==> src/rtl/fifo_pkg.sv <==
// Shared constants and helpers for the parameterised synchronous FIFO.
// Latency: n/a (compile-time only).
// Backpressure: n/a.
//
// Contents:
//   DEF_WIDTH / DEF_DEPTH : default word width and entry count
//   clog2()               : ceiling log2, usable in parameter expressions
package fifo_pkg;

    localparam int DEF_WIDTH = 8;
    localparam int DEF_DEPTH = 16;

    // Ceiling log2. clog2(1) = 0, clog2(2) = 1, clog2(5) = 3, clog2(16) = 4.
    function automatic int clog2(input int value);
        int result;
        int remain;
        result = 0;
        remain = value - 1;
        while (remain > 0) begin
            result = result + 1;
            remain = remain >> 1;
        end
        return result;
    endfunction

endpackage

==> src/rtl/param_sdp_ram.sv <==
// Simple dual-port storage array: one write port, one registered read port.
// Latency: read data appears one clock after rd_en is sampled high.
// Backpressure: none; the owner guarantees addresses are in range.
//
// Ports:
//   clk                        : clock, all activity on posedge
//   wr_en / wr_addr / wr_data  : write port
//   rd_en / rd_addr / rd_data  : read port, rd_data holds until the next rd_en
// Contents are deliberately not reset. A read and write to the same address
// in one cycle returns the old word, which the FIFO relies on when full.
module param_sdp_ram #(
    parameter int WIDTH = 8,
    parameter int DEPTH = 16,
    parameter int AW    = 4
) (
    input  logic             clk,
    input  logic             wr_en,
    input  logic [AW-1:0]    wr_addr,
    input  logic [WIDTH-1:0] wr_data,
    input  logic             rd_en,
    input  logic [AW-1:0]    rd_addr,
    output logic [WIDTH-1:0] rd_data
);

    logic [WIDTH-1:0] r_mem [DEPTH];
    logic [WIDTH-1:0] r_rd_q;

    always_ff @(posedge clk) begin
        if (wr_en) begin
            r_mem[wr_addr] <= wr_data;
        end
    end

    always_ff @(posedge clk) begin
        if (rd_en) begin
            r_rd_q <= r_mem[rd_addr];
        end
    end

    assign rd_data = r_rd_q;

endmodule

==> src/rtl/param_sync_fifo.sv <==
// Single-clock FIFO with arbitrary depth, occupancy count and sticky error flags.
// Latency: popped word is presented with rd_valid one clock after the read is accepted.
// Backpressure: writes rejected when full unless a read is accepted the same cycle;
//               reads rejected when empty (no fall-through); rejections set sticky flags.
//
// Ports:
//   clk, rst                  : clock and synchronous active-high reset
//   wr_en, wr_data            : write request and word
//   rd_en                     : read request
//   rd_data, rd_valid         : popped word and its one-cycle valid strobe
//   full, empty               : occupancy == DEPTH / == 0
//   almost_full, almost_empty : count >= AF_LEVEL / count <= AE_LEVEL
//   count                     : occupancy 0..DEPTH
//   overflow, underflow       : sticky, set by a rejected write / read
module param_sync_fifo
    import fifo_pkg::*;
#(
    parameter  int WIDTH    = DEF_WIDTH,
    parameter  int DEPTH    = DEF_DEPTH,
    parameter  int AF_LEVEL = DEPTH - 2,
    parameter  int AE_LEVEL = 2,
    localparam int CW       = clog2(DEPTH + 1),
    localparam int AW       = clog2(DEPTH)
) (
    input  logic             clk,
    input  logic             rst,
    input  logic             wr_en,
    input  logic [WIDTH-1:0] wr_data,
    input  logic             rd_en,
    output logic [WIDTH-1:0] rd_data,
    output logic             rd_valid,
    output logic             full,
    output logic             empty,
    output logic             almost_full,
    output logic             almost_empty,
    output logic [CW-1:0]    count,
    output logic             overflow,
    output logic             underflow
);

    localparam logic [AW-1:0] LAST_PTR = AW'(DEPTH - 1);
    localparam logic [CW-1:0] FULL_CNT = CW'(DEPTH);

    logic [AW-1:0]    r_wr_ptr;
    logic [AW-1:0]    r_rd_ptr;
    logic [CW-1:0]    r_count;
    logic             r_rd_valid;
    logic             r_have_data;
    logic             r_overflow;
    logic             r_underflow;

    logic             w_full;
    logic             w_empty;
    logic             w_wr_acc;
    logic             w_rd_acc;
    logic [WIDTH-1:0] w_ram_q;

    // Flags depend only on the registered count, so there is no
    // combinational path from the request inputs to the status outputs.
    assign w_full  = (r_count == FULL_CNT);
    assign w_empty = (r_count == '0);

    // Reset dominates: requests during reset are neither accepted nor
    // counted as errors. A read may only use an entry already present,
    // which is what rules out fall-through on an empty FIFO. A write
    // into a full FIFO is allowed when a read frees a slot that cycle.
    assign w_rd_acc = !rst && rd_en && !w_empty;
    assign w_wr_acc = !rst && wr_en && (!w_full || w_rd_acc);

    param_sdp_ram #(
        .WIDTH (WIDTH),
        .DEPTH (DEPTH),
        .AW    (AW)
    ) u_ram (
        .clk     (clk),
        .wr_en   (w_wr_acc),
        .wr_addr (r_wr_ptr),
        .wr_data (wr_data),
        .rd_en   (w_rd_acc),
        .rd_addr (r_rd_ptr),
        .rd_data (w_ram_q)
    );

    // Pointer and occupancy state. Pointers wrap explicitly at DEPTH-1 so
    // non-power-of-two depths never address past the last entry.
    always_ff @(posedge clk) begin
        if (rst) begin
            r_wr_ptr <= '0;
            r_rd_ptr <= '0;
            r_count  <= '0;
        end else begin
            if (w_wr_acc) begin
                r_wr_ptr <= (r_wr_ptr == LAST_PTR) ? '0 : r_wr_ptr + AW'(1);
            end
            if (w_rd_acc) begin
                r_rd_ptr <= (r_rd_ptr == LAST_PTR) ? '0 : r_rd_ptr + AW'(1);
            end
            case ({w_wr_acc, w_rd_acc})
                2'b10:   r_count <= r_count + CW'(1);
                2'b01:   r_count <= r_count - CW'(1);
                default: r_count <= r_count;
            endcase
        end
    end

    // Read-side strobe. r_have_data records that the RAM output register
    // holds a genuinely popped word; until then (and after any reset) the
    // visible read data is forced to zero because the RAM itself is not
    // reset and its output register may hold stale contents.
    always_ff @(posedge clk) begin
        if (rst) begin
            r_rd_valid  <= 1'b0;
            r_have_data <= 1'b0;
        end else begin
            r_rd_valid <= w_rd_acc;
            if (w_rd_acc) begin
                r_have_data <= 1'b1;
            end
        end
    end

    // Sticky error flags, cleared only by reset.
    always_ff @(posedge clk) begin
        if (rst) begin
            r_overflow  <= 1'b0;
            r_underflow <= 1'b0;
        end else begin
            if (wr_en && !w_wr_acc) begin
                r_overflow <= 1'b1;
            end
            if (rd_en && !w_rd_acc) begin
                r_underflow <= 1'b1;
            end
        end
    end

    assign rd_data      = r_have_data ? w_ram_q : '0;
    assign rd_valid     = r_rd_valid;
    assign full         = w_full;
    assign empty        = w_empty;
    assign almost_full  = (32'(r_count) >= AF_LEVEL);
    assign almost_empty = (32'(r_count) <= AE_LEVEL);
    assign count        = r_count;
    assign overflow     = r_overflow;
    assign underflow    = r_underflow;

endmodule

==> config.mk <==
export PLATFORM = sky130hd
export DESIGN_NAME = param_sync_fifo
export DESIGN_NICKNAME = d
export VERILOG_FILES = /design/src/rtl/fifo_pkg.sv /design/src/rtl/param_sdp_ram.sv /design/src/rtl/param_sync_fifo.sv
export SDC_FILE = /design/constraint.sdc
export NUM_CORES = 1
export LEC_CHECK = 0
export BUFFER_PORTS_ARGS = -buffer_cell sky130_fd_sc_hd__buf_4
export CAP_MARGIN = 0
export CORE_MARGIN = 2
export CORE_UTILIZATION = 40
export CTS_BUF_LIST = sky130_fd_sc_hd__clkbuf_2
export DETAILED_ROUTE_END_ITERATION = 10
export SLEW_MARGIN = 20
export SYNTH_ARGS = -nofsm -noshare
export SYNTH_HDL_FRONTEND = slang
export SYNTH_SLANG_ARGS = --single-unit
==> constraint.sdc <==
create_clock -name clk -period 6 [get_ports clk]
set_input_delay 0.6 -clock clk [delete_from_list [all_inputs] [get_ports clk]]
set_output_delay 0.6 -clock clk [all_outputs]
set_load 0.01 [all_outputs]
==> results by group <==
Outcome
  – Result of the run: finished clean

Routing
  – Via/cell ratio: 5.38
  – Starting DRT DRC Count: 287
  – Final wirelength: 11800 um
  – Via count: 3162
  – Final ANT Viol Nets: 0
  – DRC Markers: 0
  – Wire per inst: 20.1 um
  – First-pass DRT Iterations: 4

STA
  – Fin. Hold Viols: 0
  – Worst rel slew slack: 0.313
  – Worst slew pin tran: 1.03 ns
  – Tmin final: 2.70 ns
  – F_max: 0.371 GHz
  – Tcrit/Tclk final: 0.450
  – Clock skew: 0.0309 ns
  – Unrepaired setup endpoints after global routing: no
  – Fin. max-slew vios: 0
  – # setup viols final: 0
  – Final hold slack: 0.138 ns
  – TNS Setup: 0 ns

Die
  – Core area: 15100 sq um
  – Die Span Y: 128 um
  – Die area: 16400 sq um
  – # IOs: 32
  – Die width: 128 um
  – FP Rows: 45
  – Initial Utilization: 0.407

CTS
  – CTS resizes: 0
  – Cts hold-fix bufs: 0
  – CTS clock-pin slew for the worst setup and hold paths: 0.23 ns
  – CTS sink cnt: 153
  – Clock latency at the later pin of the worst-skew pair: 0.72 ns
  – CTS max path bufs: 2
  – CTS H-Tree Depth: 4
  – Post-CTS Setup Inserts: 0
  – CTS Buf Count: 17
  – CTS tree: built
  – Root Driver: clkbuf_2

Setup path
  – Worst reg2reg endpoint: count[4]
  – Worst reg-to-reg setup slack: 3.34 ns
  – Crit path DAT: 2.10 ns
  – Kind of critical path: reg -> out
  – Reg2reg path depth: 10
  – CP max FO: 9
  – R2R Path Start: count[0]
  – CP required: 5.40 ns
  – Worst setup SP type: flop
  – CP endpoint kind: output port

Min path
  – WHS Endpoint: r_wr_ptr[1]
  – WHS Path Cells: 2
  – Worst hold start: rst
  – Worst Hold Class: in -> reg

Synth
  – #FFs+latches synth: 153
  – Most common cell in the synthesized netlist: edfxtp_1
  – Most used DFF post-synth: edfxtp_1
  – Asr flop ratio synth: 0
  – Sequential share of the synthesized area: 0.720
  – Syn. warnings: 0
  – Mapped Area: 6150 sq um
  – Cells after synthesis: 350
  – Unique masters post-synth: 41
  – Cell accounting for the most synthesized area: edfxtp_1
  – Top post-synthesis cells by area: edfxtp_1, mux4_2, dfxtp_1, a22oi_1, ha_1
  – Post-synth EDFFs: 136
  – Top cells by count, synth: edfxtp_1, mux4_2, nor2_1
  – Post-Synthesis Net Count: 371
  – Syn Area/Cell: 17.6 sq um
  – Post-synth top area share: 0.664

Power
  – Cell Int Power: 0.00162 W
  – VDD IR max: 157 uV
  – Switching power: 0.000650 W
  – Clk network pwr share: 0.262
  – Leakage: 2.30 nW
  – Sequential share of power: 0.550
  – PD cells: 331 nW/um^2
  – Logic gate share of total power: 0.188
  – Switching Share: 0.287

GRT
  – Gr usage total: 0.158
  – Largest net degree at the start of global routing: 38
  – Vias in the first global route: 3187
  – Initial antenna violation count: 0
  – First-pass GRT wire length: 18600 um
  – Gr ovfl total: 0

Place
  – Placer congestion estimate: 0.772
  – Port Buffer Count: 31
  – DP Wirelength: 7510 um

Layout
  – Share of cells above drive strength 1: 0.265
  – # diodes: 0
  – Area grow syn2layout: 11.4%
  – Nets: 408
  – Util after Layout: 0.454

Flow run
  – Max-Cap Viols: 0
## stage by stage
step	cell area (sq um)	total power, W	cells	worst slack, ns
floorplan	6150	0.00154	350	3.68
global placement	6570	0.00169	556	3.28
detailed placement	6590	0.00170	556	3.28
CTS	6840	0.00229	588	3.26
global route	6850	0.00237	588	3.07
finish	6850	0.00227	588	3.30
## registers in the layout, indices dropped and copies added, names as in the netlist
signal,cells
count,5
overflow,1
r_have_data,1
r_rd_ptr,4
r_wr_ptr,4
rd_valid,1
u_ram.r_mem,128
u_ram.rd_data,8
underflow,1
## cells by family after synthesis
family                   synth area share
AO/OA/AOI/OAI                      0.0554
buffers and inverters              0.0167
XOR/XNOR                          0.00428
multiplexers                        0.124
AND/OR/NAND/NOR                    0.0607
adder cells (fa/ha/maj)            0.0195
flip-flops                          0.720
## cell usage in the layout, fill, tap and decap left out, types with 4 or more instances in the layout
cell / netlist / routed
nor2_1: 23 / 23
dfxtp_1: 17 / 16
mux2i_1: 4 / 4
a22oi_1: 16 / 16
nand2b_1: 5 / 5
nand2_1: 18 / 18
nor3_2: 0 / 4
and2_1: 9 / 9
edfxtp_1: 136 / 136
a21o_1: 6 / 6
a21oi_1: 7 / 7
ha_1: 8 / 8
nand4_1: 4 / 4
buf_4: 0 / 33
mux4_2: 32 / 32
inv_1: 10 / 10
clkbuf_2: 0 / 19
## power by group through the flow
stage	Sequential (W)	Combinational, W	Clock (W)
final	0.00125	0.000427	0.000594
after global routing	0.00125	0.000473	0.000650
after CTS	0.00125	0.000434	0.000610
after detailed placement	0.00127	0.000434	0
after global placement	0.00127	0.000426	0
after floorplan	0.00126	0.000279	0
## worst max-delay path, stage by stage, from the launching register on
cell and delay [ns]:
dfxtp_1 0.45, or4_4 0.62, nor2_1 0.17, buf_4 0.15
## layer usage
| layer | part of all wire | routed length, um | GRT usage | up-vias |
|---|---|---|---|---|
| li1 | - | - | - | 1468 |
| met4 | 0.015 | 176 | 0.0614 | 0 |
| met1 | 0.47 | 5530 | 0.223 | 1624 |
| met3 | 0.040 | 478 | 0.0363 | 14 |
| met5 | 0 | 0 | 0 | - |
| met2 | 0.48 | 5650 | 0.240 | 56 |
## worst max path at each step
stage                        end  slack [ns]  cells past startpoint      from
4_1_cts                    empty        3.26                      3  count[0]
6_report                   empty        3.30                      3  count[0]
3_5_place_dp            count[4]        3.28                     10       rst
5_1_grt                 count[4]        3.07                      9  count[0]
3_3_place_gp   u_ram.r_mem[3][1]        3.28                      4       rst
2_1_floorplan           count[4]        3.68                      9       rst
## area by class of cell
class                      count  area, sq um
clock buffer                  19         95.1
fill                        1319         8240
clock inverter                13          160
multi-input combinational    171         1640
sequential                   153         4430
tap                          188          235
inverter                      11         41.3
timing repair buffer          33          248
Note: power is estimated with default switching activity, not from simulation.
